[config.mk]
export PLATFORM = sky130hd
export DESIGN_NAME = packet_buffer_ctrl
export DESIGN_NICKNAME = d
export VERILOG_FILES = /design/src/rtl/packet_buffer_ctrl_pkg.sv /design/src/rtl/packet_buffer_ctrl_len_fifo.sv /design/src/rtl/packet_buffer_ctrl.sv
export SDC_FILE = /design/constraint.sdc
export NUM_CORES = 1
export LEC_CHECK = 0
export CORE_ASPECT_RATIO = 0.75
export CORE_MARGIN = 2
export CORE_UTILIZATION = 47
export CTS_BUF_LIST = sky130_fd_sc_hd__clkbuf_8 sky130_fd_sc_hd__clkbuf_16
export DETAILED_ROUTE_END_ITERATION = 8
export GPL_TIMING_DRIVEN = 0
export MAX_ROUTING_LAYER = met4
export PLACE_DENSITY = 0.77
export SLEW_MARGIN = 30
export SYNTH_ARGS = -nofsm -noshare
export SYNTH_HDL_FRONTEND = slang
export SYNTH_SLANG_ARGS = --single-unit
[constraint.sdc]
create_clock -name clock -period 4 [get_ports clock]
set_input_delay 1 -clock clock [delete_from_list [all_inputs] [get_ports clock]]
set_output_delay 1 -clock clock [all_outputs]
set_load 0.1 [all_outputs]
[src/rtl/packet_buffer_ctrl_pkg.sv]
// Shared types and width helpers for the packet buffer controller.
package pkt_buffer_pkg;

    // Read-side sequencer states.
    typedef enum logic [0:0] {
        OUT_IDLE,
        OUT_STREAM
    } out_state_t;

    // RAM address width for a buffer of the given depth.
    function automatic int addr_width(input int size);
        return $clog2(size);
    endfunction

    // Pointer width: one extra bit so full and empty are distinguishable.
    function automatic int ptr_width(input int size);
        return $clog2(size) + 1;
    endfunction

    // Occupancy counter width able to represent 0..depth inclusive.
    function automatic int count_width(input int depth);
        return $clog2(depth) + 1;
    endfunction

endpackage

[src/rtl/packet_buffer_ctrl_len_fifo.sv]
// Register FIFO holding the lengths of committed, not-yet-drained packets.
module pkt_len_fifo
    import pkt_buffer_pkg::*;
#(
    parameter int DEPTH = 8,
    parameter int WIDTH = 11
) (
    input  logic                          clk_i,
    input  logic                          rst_i,
    input  logic                          push_i,
    input  logic [WIDTH-1:0]              data_i,
    input  logic                          pop_i,
    output logic [WIDTH-1:0]              data_o,
    output logic                          full_o,
    output logic                          empty_o,
    output logic [count_width(DEPTH)-1:0] count_o
);

    localparam int IW = $clog2(DEPTH);
    localparam int CW = count_width(DEPTH);

    logic [WIDTH-1:0] mem_q [DEPTH];
    logic [WIDTH-1:0] mem_d [DEPTH];
    logic [IW-1:0]    wr_idx_q, wr_idx_d;
    logic [IW-1:0]    rd_idx_q, rd_idx_d;
    logic [CW-1:0]    count_q, count_d;
    logic             do_push, do_pop;

    assign full_o  = (count_q == CW'(DEPTH));
    assign empty_o = (count_q == '0);
    assign count_o = count_q;
    assign data_o  = mem_q[rd_idx_q];

    // Next-state: guarded push/pop, indices wrap naturally (DEPTH is a power of two).
    always_comb begin
        do_push  = push_i && !full_o;
        do_pop   = pop_i && !empty_o;
        mem_d    = mem_q;
        wr_idx_d = wr_idx_q;
        rd_idx_d = rd_idx_q;
        if (do_push) begin
            mem_d[wr_idx_q] = data_i;
            wr_idx_d        = wr_idx_q + IW'(1);
        end
        if (do_pop) begin
            rd_idx_d = rd_idx_q + IW'(1);
        end
        count_d = count_q + CW'(do_push) - CW'(do_pop);
    end

    // Control state with synchronous reset.
    always_ff @(posedge clk_i) begin
        if (rst_i) begin
            wr_idx_q <= '0;
            rd_idx_q <= '0;
            count_q  <= '0;
        end else begin
            wr_idx_q <= wr_idx_d;
            rd_idx_q <= rd_idx_d;
            count_q  <= count_d;
        end
    end

    // Storage needs no reset: entries are only read while count is non-zero.
    always_ff @(posedge clk_i) begin
        mem_q <= mem_d;
    end

endmodule

[src/rtl/packet_buffer_ctrl.sv]
// Packet store-and-forward controller over an external dual-port RAM.
// Port A writes incoming words; port B reads committed packets in order.
// The ram_a_*/ram_b_* ports map one-to-one onto the MEM modport of
// interface_memory on dual_port_ram at the integration level.
module packet_buffer_ctrl
    import pkt_buffer_pkg::*;
#(
    parameter int  MEMORY_BUS_WIDTH = 32,
    parameter int  SIZE             = 1024,
    parameter int  PKT_DEPTH        = 8,
    localparam int ADDR_W           = addr_width(SIZE),
    localparam int PTR_W            = ptr_width(SIZE),
    localparam int CNT_W            = count_width(PKT_DEPTH)
) (
    input  logic                        clock,
    input  logic                        reset,
    input  logic                        in_valid,
    output logic                        in_ready,
    input  logic [MEMORY_BUS_WIDTH-1:0] in_data,
    input  logic                        in_last,
    input  logic                        in_abort,
    output logic                        out_valid,
    input  logic                        out_ready,
    output logic [MEMORY_BUS_WIDTH-1:0] out_data,
    output logic                        out_last,
    output logic                        ram_a_enable,
    output logic                        ram_a_wb,
    output logic [ADDR_W-1:0]           ram_a_addr,
    output logic [MEMORY_BUS_WIDTH-1:0] ram_a_data,
    output logic                        ram_b_enable,
    output logic                        ram_b_wb,
    output logic [ADDR_W-1:0]           ram_b_addr,
    input  logic [MEMORY_BUS_WIDTH-1:0] ram_b_rdata,
    output logic [CNT_W-1:0]            pkt_count,
    output logic                        err_overflow,
    output logic                        drop_pulse
);

    // Pointers carry one wrap bit: wr_ptr - rd_ptr ranges 0..SIZE.
    logic [PTR_W-1:0] wr_ptr_q, wr_ptr_d;
    logic [PTR_W-1:0] commit_ptr_q, commit_ptr_d;
    logic [PTR_W-1:0] rd_ptr_q, rd_ptr_d;
    logic [PTR_W-1:0] cur_len_q, cur_len_d;
    logic [PTR_W-1:0] remaining_q, remaining_d;
    logic             drop_pulse_q, drop_pulse_d;
    logic             err_overflow_q, err_overflow_d;
    out_state_t       state_q, state_d;

    logic [PTR_W-1:0] used;
    logic             accept;
    logic             ovf_drop;
    logic             rd_fire;
    logic             fifo_push;
    logic             fifo_pop;
    logic             fifo_full;
    logic             fifo_empty;
    logic [PTR_W-1:0] fifo_push_len;
    logic [PTR_W-1:0] fifo_head;

    pkt_len_fifo #(
        .DEPTH (PKT_DEPTH),
        .WIDTH (PTR_W)
    ) u_len_fifo (
        .clk_i   (clock),
        .rst_i   (reset),
        .push_i  (fifo_push),
        .data_i  (fifo_push_len),
        .pop_i   (fifo_pop),
        .data_o  (fifo_head),
        .full_o  (fifo_full),
        .empty_o (fifo_empty),
        .count_o (pkt_count)
    );

    // ------------------------------------------------------------------
    // Write side
    // ------------------------------------------------------------------

    assign used = wr_ptr_q - rd_ptr_q;

    // Ready and overflow detection depend only on registered state.
    always_comb begin
        in_ready = !reset && (used < PTR_W'(SIZE)) && !fifo_full;
        accept   = in_valid && in_ready && !in_abort;
        // Open packet occupies the whole RAM with nothing committed to drain:
        // it can never complete, so it is discarded.
        ovf_drop = (used == PTR_W'(SIZE)) && (commit_ptr_q == rd_ptr_q) && !in_abort;
    end

    // Write-pointer, open-packet length and commit bookkeeping.
    always_comb begin
        wr_ptr_d       = wr_ptr_q;
        commit_ptr_d   = commit_ptr_q;
        cur_len_d      = cur_len_q;
        fifo_push      = 1'b0;
        fifo_push_len  = cur_len_q + PTR_W'(1);
        drop_pulse_d   = in_abort;
        err_overflow_d = ovf_drop;
        if (in_abort || ovf_drop) begin
            // Rewind over the open packet; abort wins over a concurrent last.
            wr_ptr_d  = commit_ptr_q;
            cur_len_d = '0;
        end else if (accept) begin
            wr_ptr_d  = wr_ptr_q + PTR_W'(1);
            cur_len_d = cur_len_q + PTR_W'(1);
            if (in_last) begin
                commit_ptr_d = wr_ptr_q + PTR_W'(1);
                fifo_push    = 1'b1;
                cur_len_d    = '0;
            end
        end
    end

    // Port A drives straight from the accept handshake.
    always_comb begin
        ram_a_enable = accept;
        ram_a_wb     = accept;
        ram_a_addr   = wr_ptr_q[ADDR_W-1:0];
        ram_a_data   = in_data;
    end

    // Write-side registers.
    always_ff @(posedge clock) begin
        if (reset) begin
            wr_ptr_q       <= '0;
            commit_ptr_q   <= '0;
            cur_len_q      <= '0;
            drop_pulse_q   <= 1'b0;
            err_overflow_q <= 1'b0;
        end else begin
            wr_ptr_q       <= wr_ptr_d;
            commit_ptr_q   <= commit_ptr_d;
            cur_len_q      <= cur_len_d;
            drop_pulse_q   <= drop_pulse_d;
            err_overflow_q <= err_overflow_d;
        end
    end

    assign drop_pulse   = drop_pulse_q;
    assign err_overflow = err_overflow_q;

    // ------------------------------------------------------------------
    // Read side
    // ------------------------------------------------------------------

    // FSM state register.
    always_ff @(posedge clock) begin
        if (reset) begin
            state_q <= OUT_IDLE;
        end else begin
            state_q <= state_d;
        end
    end

    // FSM next state: idle cycle between packets is intentional.
    always_comb begin
        state_d = state_q;
        case (state_q)
            OUT_IDLE: begin
                if (!fifo_empty) begin
                    state_d = OUT_STREAM;
                end
            end
            OUT_STREAM: begin
                if (rd_fire && out_last) begin
                    state_d = OUT_IDLE;
                end
            end
            default: state_d = OUT_IDLE;
        endcase
    end

    // FSM outputs; port B reads combinationally so data follows rd_ptr.
    always_comb begin
        out_valid    = (state_q == OUT_STREAM);
        ram_b_enable = (state_q == OUT_STREAM);
        ram_b_wb     = 1'b0;
        ram_b_addr   = rd_ptr_q[ADDR_W-1:0];
        out_data     = ram_b_rdata;
        out_last     = out_valid && (remaining_q == PTR_W'(1));
        rd_fire      = out_valid && out_ready;
    end

    // Read pointer and per-packet countdown.
    always_comb begin
        rd_ptr_d    = rd_ptr_q;
        remaining_d = remaining_q;
        fifo_pop    = 1'b0;
        if (state_q == OUT_IDLE) begin
            if (!fifo_empty) begin
                remaining_d = fifo_head;
            end
        end else if (rd_fire) begin
            rd_ptr_d    = rd_ptr_q + PTR_W'(1);
            remaining_d = remaining_q - PTR_W'(1);
            fifo_pop    = out_last;
        end
    end

    // Read-side datapath registers.
    always_ff @(posedge clock) begin
        if (reset) begin
            rd_ptr_q    <= '0;
            remaining_q <= '0;
        end else begin
            rd_ptr_q    <= rd_ptr_d;
            remaining_q <= remaining_d;
        end
    end

endmodule

Yosys cells after proc, flatten, opt, wreduce, memory -nomap -nowiden

Cells that the tools add are included.

Bitwise logic cells: 4
Multiplexer cells: 20
Reduce and logical (&&, ||, !) cells: 23
$add $sub $neg: 9
Order comparisons: 4
Eq/ne operators: 6

Operators with widths:

| cell                    | count |
|---|---|
| $mux W11                | 9 |
| $bwmux W88              | 1 |
| $add A11 B1 Y11 const B | 3 |
| $bmux W11 S3            | 1 |
| $demux W11 S3           | 1 |
| $logic_and A1 B1 Y1     | 12 |
| $eq A11 B1 Y1 const B   | 1 |
| $eq A11 B11 Y1          | 1 |
| $eq A11 B11 Y1 const B  | 1 |
| $lt A11 B11 Y1 const B  | 1 |
| $sub A11 B1 Y11 const B | 1 |
| $sub A11 B11 Y11        | 1 |
| $ge A4 B4 Y1 const B    | 2 |
| $not A3 Y4              | 2 |
| $mux W1                 | 7 |
| $add A3 B1 Y3 const B   | 2 |
| $add A4 B1 Y4           | 1 |
| $eq A4 B4 Y1 const B    | 1 |
| $logic_not A1 Y1        | 4 |
| $logic_not A4 Y1        | 1 |
| $lt A4 B1 Y1 const B    | 1 |
| $reduce_and A2 Y1       | 2 |
| $sub A4 B1 Y4           | 1 |
| $reduce_and A3 Y1       | 1 |
| other kinds (7)         | 8 |

Register bits: 156
Word-level logic and storage cells: 85
Output and inout bits: 97

Longest topological paths before layout

Gate-level depths: netlist of run 1.

Depth in word-level cells: 11
Depth in mapped cells: 17
Depth with buffers taken out: 16

Modules after synthesis

From an unflattened synthesis of run 1, not the netlist that was laid out.

Cell total of the unflattened synthesis: 773
Area total of the unflattened synthesis: 8406.8 um2

Modules (own cells, without submodules):

| module             | area each (um2) | instances | cells each |
|---|---|---|---|
| packet_buffer_ctrl | 4426.7          | 1         | 572 |
| pkt_len_fifo       | 3980.1          | 1         | 201 |

Least setup slack after synthesis of run 1

Ideal clock, no wire load.

Kind: register to output
Start point: register u_len_fifo.count_q[2], in the netlist u_len_fifo.count_o[2]
End point: output port in_ready
Buffers on the path: 0
Data arrival time: 3168 ps
Slack: -168 ps
Cell stages (with the launch flop): 6
Data required time: 3000 ps
Path through: dfxtp_1 > inv_1 > ha_1 > a211oi_1 > a32oi_1 > a21oi_1

Cells in the longest elaborated chain, start to end: 3

RTL lines:

| element                  | RTL line                          | RTL |
|---|---|---|
| start: declaration       | packet_buffer_ctrl_len_fifo.sv:26 | `logic [CW-1:0] count_q, count_d;` |
| start signal: assignment | packet_buffer_ctrl_len_fifo.sv:60 | `count_q <= count_d;` |
| $eq A4 B4 Y1             | packet_buffer_ctrl_len_fifo.sv:29 | `assign full_o = (count_q == CW'(DEPTH));` |
| $logic_not A1 Y1         | packet_buffer_ctrl.sv:83          | `in_ready = !reset && (used < PTR_W'(SIZE)) && !fifo_full;` |
| $logic_and A1 B1 Y1      | packet_buffer_ctrl.sv:83          |  |
| end: declaration         | packet_buffer_ctrl.sv:18          | `output logic in_ready,` |

No other way between the ends.

Final worst setup path of run 1

Start point: register wr_ptr_q[0]
End point: output port ram_a_wb

Cells in the longest elaborated chain, start to end: 6

RTL lines:

| element                           | RTL line                  | RTL |
|---|---|---|
| start: declaration                | packet_buffer_ctrl.sv:40  | `logic [PTR_W-1:0] wr_ptr_q, wr_ptr_d;` |
| start signal: assignment          | packet_buffer_ctrl.sv:131 | `wr_ptr_q <= wr_ptr_d;` |
| $sub A11 B11 Y11                  | packet_buffer_ctrl.sv:79  | `assign used = wr_ptr_q - rd_ptr_q;` |
| $lt A11 B11 Y1                    | packet_buffer_ctrl.sv:83  |  |
| $logic_and A1 B1 Y1 (2 in series) | packet_buffer_ctrl.sv:83  |  |
| $logic_and A1 B1 Y1 (2 in series) | packet_buffer_ctrl.sv:84  | `accept = in_valid && in_ready && !in_abort;` |
| end: declaration                  | packet_buffer_ctrl.sv:27  | `output logic ram_a_wb,` |

No other way between the ends.

==> summary.md, run 1 <==
| Metric | Value |
|---|---|
| Outcome | `finished, final reports clean` |
| DP Wirelength | `14100 um` |
| Final hold vios | `0` |
| # diodes | `0` |
| CP arrival | `2.98 ns` |
| Tcrit/Tclk final | `0.996` |
| Power Dens Cells | `399 nW/um^2` |
| Proportion of layout cells with a drive suffix above 1 | `0.230` |
| Worst VDD drop | `0.000339 V` |
| Detailed Route WL | `19400 um` |
| Placer Congestion | `0.895` |
| Number of synthesized flops with an enable pin | `88` |
| Layout Skew | `0.00849 ns` |
| Post-synthesis register bit count | `156` |
| Max Root-Sink Buffers | `2` |
| Site Rows | `41` |
| Final net count | `982` |
| Worst-skew pair later-pin latency | `0.43 ns` |
| P_leak | `3.71 nW` |
| Sequential share of the synthesized area | `0.490` |
| Type of the worst min-delay path | `reg2reg` |
| Die width | `156 um` |
| GRT Total Usage | `0.220` |
| Setup crit end kind | `output pin` |
| Main synth FF type | `edfxtp_1` |
| Largest net degree at the start of global routing | `21` |
| CP max-delay cell | `fa_2` |
| Filler cells | `1324` |
| Final TNS setup | `0 ns` |
| Worst stage delay on the critical path | `0.37 ns` |
| CORE AREA | `16900 um^2` |
| Global-route wire length before repair | `30400 um` |
| Critical path cell sequence | `inv_1 -> ha_2 -> inv_1 -> fa_2 -> a21o_4 -> a221o_1 -> a32oi_2 -> a21o_1 -> inv_2 -> buf_12 -> buf_4 -> buf_12` |
| Post-route ant nets | `0` |
| Clock Sinks | `156` |
| Worst slew margin | `0.343` |
| Tot Pwr | `4.09 mW` |
| Most common cell after layout, fill and taps aside | `buf_4` |
| Crit Path Category | `reg2out` |
| Least-Margin Pin Slew | `0.982 ns` |
| Max-cap violations | `0` |
| CTS tree | `done` |
| Mapped Area | `8170 um^2` |
| Vias per std cell | `5.50` |
| IO Port Bufs | `99` |
| Post-route insts no fill | `1115` |
| Remaining global-route overflow | `0` |
| Initial antenna violation count | `0` |
| Area growth syn-to-layout | `25.7%` |
| Met2 Use GR | `0.318` |
| IO Pins | `167` |
| GRT Max-Usage Layer | `met2` |
| Placed cells | `1076` |
| Met1 usage | `0.313` |
| Commonest non-fill, non-tap cells in the layout | `buf_4, clkdlybuf4s50_1, edfxtp_1, nor2_1, dfxtp_1` |
| Kind of start point of the critical path | `flop` |
| GRT met3 Usage | `0.0488` |
| Vias | `6137` |
| Achievable Freq | `251 MHz` |
| Worst-path clk slew | `0.06 ns` |
| Max Slew Vio Count | `0` |
| Number of remaining DRC errors | `0` |
| Gate count after technology mapping | `751` |
| Syn Nets | `846` |
| FFs w/ async S/R, synth | `0` |
| CP max FO | `10` |
| RSZ-0062 raised after global routing | `true` |
| CTS H-Tree Depth | `4` |
| DR iter-0 viols | `466` |
| # setup viols final | `0` |
| Hold_ws | `0.485 ns` |
| Yosys cell types | `62` |
| Die height | `118 um` |
| Initial Utilization | `0.482` |
| Req. time, crit path | `3.00 ns` |
| Synthesis Warnings | `0` |
| Avg WL per Cell | `17.4 um` |
| CTS root buf | `clkbuf_16` |
| DRT Pass-1 Iters | `5` |
| Avg Inst Size Synth | `10.9 um^2` |
| Vias in the first global route | `5667` |
| Num CTS Buffers | `17` |
| Crit path time final | `3.98 ns` |
| Total die area | `18500 um^2` |
final cells by class:
| cell class | count | area [um^2] | area share |
|---|---|---|---|
| clock inverter | 15 | 155 | 0.0151 |
| timing repair buffer | 118 | 1150 | 0.112 |
| buffer | 120 | 807 | 0.0786 |
| sequential | 156 | 4020 | 0.391 |
| tap | 215 | 269 | 0.0262 |
| inverter | 29 | 109 | 0.0106 |
| clock buffer | 17 | 425 | 0.0414 |
| multi-input combinational | 445 | 3330 | 0.325 |
through the flow:
step | setup WS (ns) | util | instance area, um^2
finish | 0.0178 | 0.606 | 10300
global route | -0.0634 | 0.606 | 10300
CTS | -0.118 | 0.600 | 10200
detailed placement | -1.06 | 0.564 | 9550
global placement | -1.43 | 0.557 | 9430
floorplan | 0.0455 | - | 8170
metal layers:
metal	up-vias	part of all wire
met3	25	0.088
met2	270	0.45
li1	2895	-
met5	-	0
met1	2947	0.45
met4	0	0.015
registers in the layout, summed over array words and instances, names as in the netlist:
| register | count |
|---|---|
| drop_pulse | 1 |
| commit_ptr_q | 11 |
| u_len_fifo.rd_idx_q | 3 |
| u_len_fifo.mem_q | 88 |
| wr_ptr_q | 11 |
| remaining_q | 11 |
| out_valid | 1 |
| err_overflow | 1 |
| cur_len_q | 11 |
| rd_ptr_q | 11 |
| u_len_fifo.count_o | 4 |
| u_len_fifo.wr_idx_q | 3 |
final timing paths:
| kind | startpoint | end | slack, ns | cells past startpoint |
|---|---|---|---|---|
| worst max register to register | wr_ptr_q[0]$_SDFFE_PP0P_ | u_len_fifo.mem_q[45]$_DFFE_PP_ | 0.19 | 14 |
| worst max-delay path | wr_ptr_q[0]$_SDFFE_PP0P_ | ram_a_wb | 0.02 | 12 |
| worst min-delay path | cur_len_q[10]$_SDFFE_PP0P_ | cur_len_q[10]$_SDFFE_PP0P_ | 0.49 | 2 |
| worst min register to register | cur_len_q[10]$_SDFFE_PP0P_ | cur_len_q[10]$_SDFFE_PP0P_ | 0.49 | 2 |
where the power goes:
group	internal [mW]	total [mW]	switching, mW
combinational	0.237	0.779	0.542
sequential	1.70	1.73	0.0300
clock	0.879	1.58	0.700
total	2.82	4.09	1.27
synthesized netlist by cell type, drive strengths merged (10+ instances only):
| master | count | share of area |
|---|---|---|
| nand2 | 50 | 0.023 |
| ha | 23 | 0.035 |
| mux4 | 22 | 0.061 |
| dfxtp | 68 | 0.17 |
| a21oi | 35 | 0.022 |
| a211oi | 16 | 0.015 |
| inv | 29 | 0.013 |
| nand3 | 21 | 0.013 |
| edfxtp | 88 | 0.32 |
| and3 | 10 | 0.0077 |
| clkbuf | 18 | 0.0083 |
| nor2 | 67 | 0.031 |
| xnor2 | 37 | 0.040 |
| o21ai | 22 | 0.013 |
| buf | 103 | 0.090 |
| nor3 | 13 | 0.0086 |
| xor2 | 14 | 0.015 |
kinds of logic (layout without fill, tap and decap cells):
| family | Yosys count | count (layout) | synth area share |
|---|---|---|---|
| and+or+nand+nor | 208 | 208 | 0.125 |
| DFF | 156 | 156 | 0.490 |
| buffers and inverters | 150 | 299 | 0.112 |
| AOI/OAI and AO/OA | 126 | 126 | 0.102 |
| xor gates and xnor gates | 51 | 51 | 0.0547 |
| muxes | 34 | 34 | 0.0761 |
| adders and majority gates | 25 | 25 | 0.0401 |
| other | 1 | 1 | 0.000459 |
critical path: cells and delay by family, from the launching register on:
kind / cells / cell delay (ns)
AOI/OAI and AO/OA: 4 / 1.02
DFF: 1 / 0.35
buffers and inverters: 6 / 0.63
adders and majority gates: 2 / 0.54
what timing repair did:
action / in CTS / in global routing
pin swaps: 0 / 6
setup buffers: 0 / 7
hold buffers: 0 / 0
endpoints found under the hold margin: 0 / 0
gates resized for setup: 27 / 13
setup endpoints to repair: 4 / 30
cloned: 0 / 1
No activity file was read; power rests on OpenSTA's default activity.
==> run 2, diff against run 1 <==
- CORE_MARGIN: 2 -> 1.5
- CTS_CLUSTER_DIAMETER: default -> 120
- SLEW_MARGIN: 30 -> default
==> summary.md, run 2 (same netlist as run 1, synthesis figures left out) <==
| Metric | Value |
|---|---|
| Worst-path clk slew | `0.07 ns` |
| CP max-delay cell | `buf_2` |
| P_leak | `3.68 nW` |
| Type of the worst min-delay path | `reg2reg` |
| Largest net degree at the start of global routing | `21` |
| Setup crit end kind | `output pin` |
| CP endpoint | `in_ready` |
| Placer Congestion | `0.948` |
| Layout Skew | `0.00949 ns` |
| WP buf/inv | `4` |
| CP top delay family | `compound AO/OA/AOI/OAI gates` |
| Final net count | `979` |
| Vias | `6189` |
| FF-to-FF Start | `wr_ptr_q[0]$_SDFFE_PP0P_` |
| Max-cap violations | `0` |
| Dpl ws | `-1.04 ns` |
| Crit path time final | `3.94 ns` |
| Crit Path Category | `reg2out` |
| Register Area | `4020 um^2` |
| Final WS setup | `0.0595 ns` |
| Initial antenna violation count | `0` |
| Vias per std cell | `5.57` |
| Max Root-Sink Buffers | `2` |
| Worst slew margin | `0.312` |
| Initial Utilization | `0.482` |
| Kind of start point of the critical path | `flop` |
| CTS tree | `done` |
| Num CTS Buffers | `17` |
| CORE AREA | `16900 um^2` |
| IO Port Bufs | `99` |
| GRT Total Usage | `0.228` |
| Clock Sinks | `156` |
| Most used cell, CP | `inv_1` |
| CTS H-Tree Depth | `4` |
| Outcome | `finished, final reports clean` |
| Max Slew Vio Count | `0` |
| WP depth | `10` |
| CTS root buf | `clkbuf_16` |
| Placed Area | `9550 um^2` |
| Worst VDD drop | `0.000365 V` |
| Remaining global-route overflow | `0` |
| Proportion of layout cells with a drive suffix above 1 | `0.223` |
| Critical path cell sequence | `inv_1 -> ha_2 -> inv_1 -> fa_2 -> a21o_1 -> a221oi_4 -> o2111ai_2 -> buf_4 -> a21oi_2 -> buf_2` |
| Post-route ant nets | `0` |
| DRT Pass-1 Iters | `5` |
| Post-route cell area | `10200 um^2` |
| Global-route wire length before repair | `30300 um` |
| Tcrit/Tclk final | `0.985` |
| Hold_buf cts | `0` |
| Most common cell after layout, fill and taps aside | `buf_4` |
| IO Pins | `167` |
| Reg2Reg Depth | `14` |
| Placed cells | `1073` |
| Largest register FFs | `88` |
| Power Dens Cells | `389 nW/um^2` |
| Detailed Route WL | `19600 um` |
| Least-Margin Pin Slew | `1.03 ns` |
| Achievable Freq | `254 MHz` |
| Site Rows | `41` |
| Final hold vios | `0` |
| Area of the multi-input gates | `3330 um^2` |
| Reg2reg end | `u_len_fifo.mem_q[50]$_DFFE_PP_` |
| Worst stage delay on the critical path | `0.45 ns` |
| FF-to-FF setup slack | `0.21 ns` |
| Number of remaining DRC errors | `0` |
| Total die area | `18200 um^2` |
| Top reg by flops | `u_len_fifo.mem_q` |
| Commonest non-fill, non-tap cells in the layout | `buf_4, clkdlybuf4s50_1, edfxtp_1, nor2_1, dfxtp_1` |
| # diodes | `0` |
| Area growth syn-to-layout | `25.1%` |
| Die width | `155 um` |
| Vias in the first global route | `5639` |
| DP Wirelength | `13800 um` |
| Tot Pwr | `3.98 mW` |
| CP max FO | `3` |
| Filler cells | `1361` |
| Post-route insts no fill | `1112` |
| Worst Setup SP | `wr_ptr_q[0]$_SDFFE_PP0P_` |
| # setup viols final | `0` |
| Die height | `117 um` |
| Avg WL per Cell | `17.7 um` |
| Req. time, crit path | `3.00 ns` |
| CP arrival | `2.94 ns` |
| Worst-skew pair later-pin latency | `0.44 ns` |
| DR iter-0 viols | `489` |
-- run 2: cell types whose count changed in the layout (fill, tap and decap cells not counted), sizes merged --
cell,before,now
buf,123,120
clkinv,4,7
inv,37,35
bufinv,1,0
clkbuf,37,36
dlygate4sd2,0,1
-- run 2: final cells by class --
class / count / area share
multi-input cells: 445 / 0.326
plain buffers: 119 / 0.0782
clock buffers: 17 / 0.0416
clock inverters: 15 / 0.00967
well taps: 215 / 0.0263
repair buffers: 116 / 0.115
inverters: 29 / 0.0107
flip-flops and latches: 156 / 0.393
-- run 2: worst min-delay path by stage --
stage / slack [ns] / cells past startpoint / startpoint / endpoint
2_1_floorplan: 0.44 / 2 / cur_len_q[10]$_SDFFE_PP0P_ / cur_len_q[10]$_SDFFE_PP0P_
3_3_place_gp: 0.45 / 2 / cur_len_q[10]$_SDFFE_PP0P_ / cur_len_q[10]$_SDFFE_PP0P_
3_5_place_dp: 0.47 / 2 / cur_len_q[10]$_SDFFE_PP0P_ / cur_len_q[10]$_SDFFE_PP0P_
4_1_cts: 0.48 / 2 / cur_len_q[10]$_SDFFE_PP0P_ / cur_len_q[10]$_SDFFE_PP0P_
5_1_grt: 0.51 / 2 / cur_len_q[10]$_SDFFE_PP0P_ / cur_len_q[10]$_SDFFE_PP0P_
6_report: 0.48 / 2 / cur_len_q[10]$_SDFFE_PP0P_ / cur_len_q[10]$_SDFFE_PP0P_
-- run 2: worst reg2reg max path, cell delays in order, from the launching register on --
cell,delay (ns)
dfxtp_4,0.34
inv_1,0.05
ha_2,0.16
inv_1,0.06
fa_2,0.38
a21o_1,0.23
a221oi_4,0.32
o2111ai_2,0.19
a21o_1,0.28
inv_2,0.14
nand2_2,0.17
inv_2,0.19
nand2_1,0.16
nor3b_2,0.60
buf_6,0.23
-- run 2: repair_timing --
action | CTS | global route
pin swaps | 1 | 6
resized for setup | 29 | 12
buffers inserted | 0 | 8
cloned | 0 | 1
endpoints found under the setup margin | 15 | 28
-- run 2: where the power goes --
group,internal (mW),switching (mW)
combinational,0.236,0.547
clock,0.788,0.672
sequential,1.70,0.0298
-- run 2: stage by stage --
stage	util	hold WS [ns]	setup TNS, ns
after floorplan	-	0.444	0
after global placement	0.557	0.453	-76.65
after detailed placement	0.564	0.468	-7.40
after CTS	0.597	0.479	-0.0985
after global routing	0.604	0.506	-0.0257
final	0.604	0.484	0
-- run 2: routing by layer --
layer | part of all wire | track usage
met2 | 0.45 | 0.331
met5 | 0 | -
met4 | 0.014 | 0.0762
met1 | 0.44 | 0.311
met3 | 0.096 | 0.0619
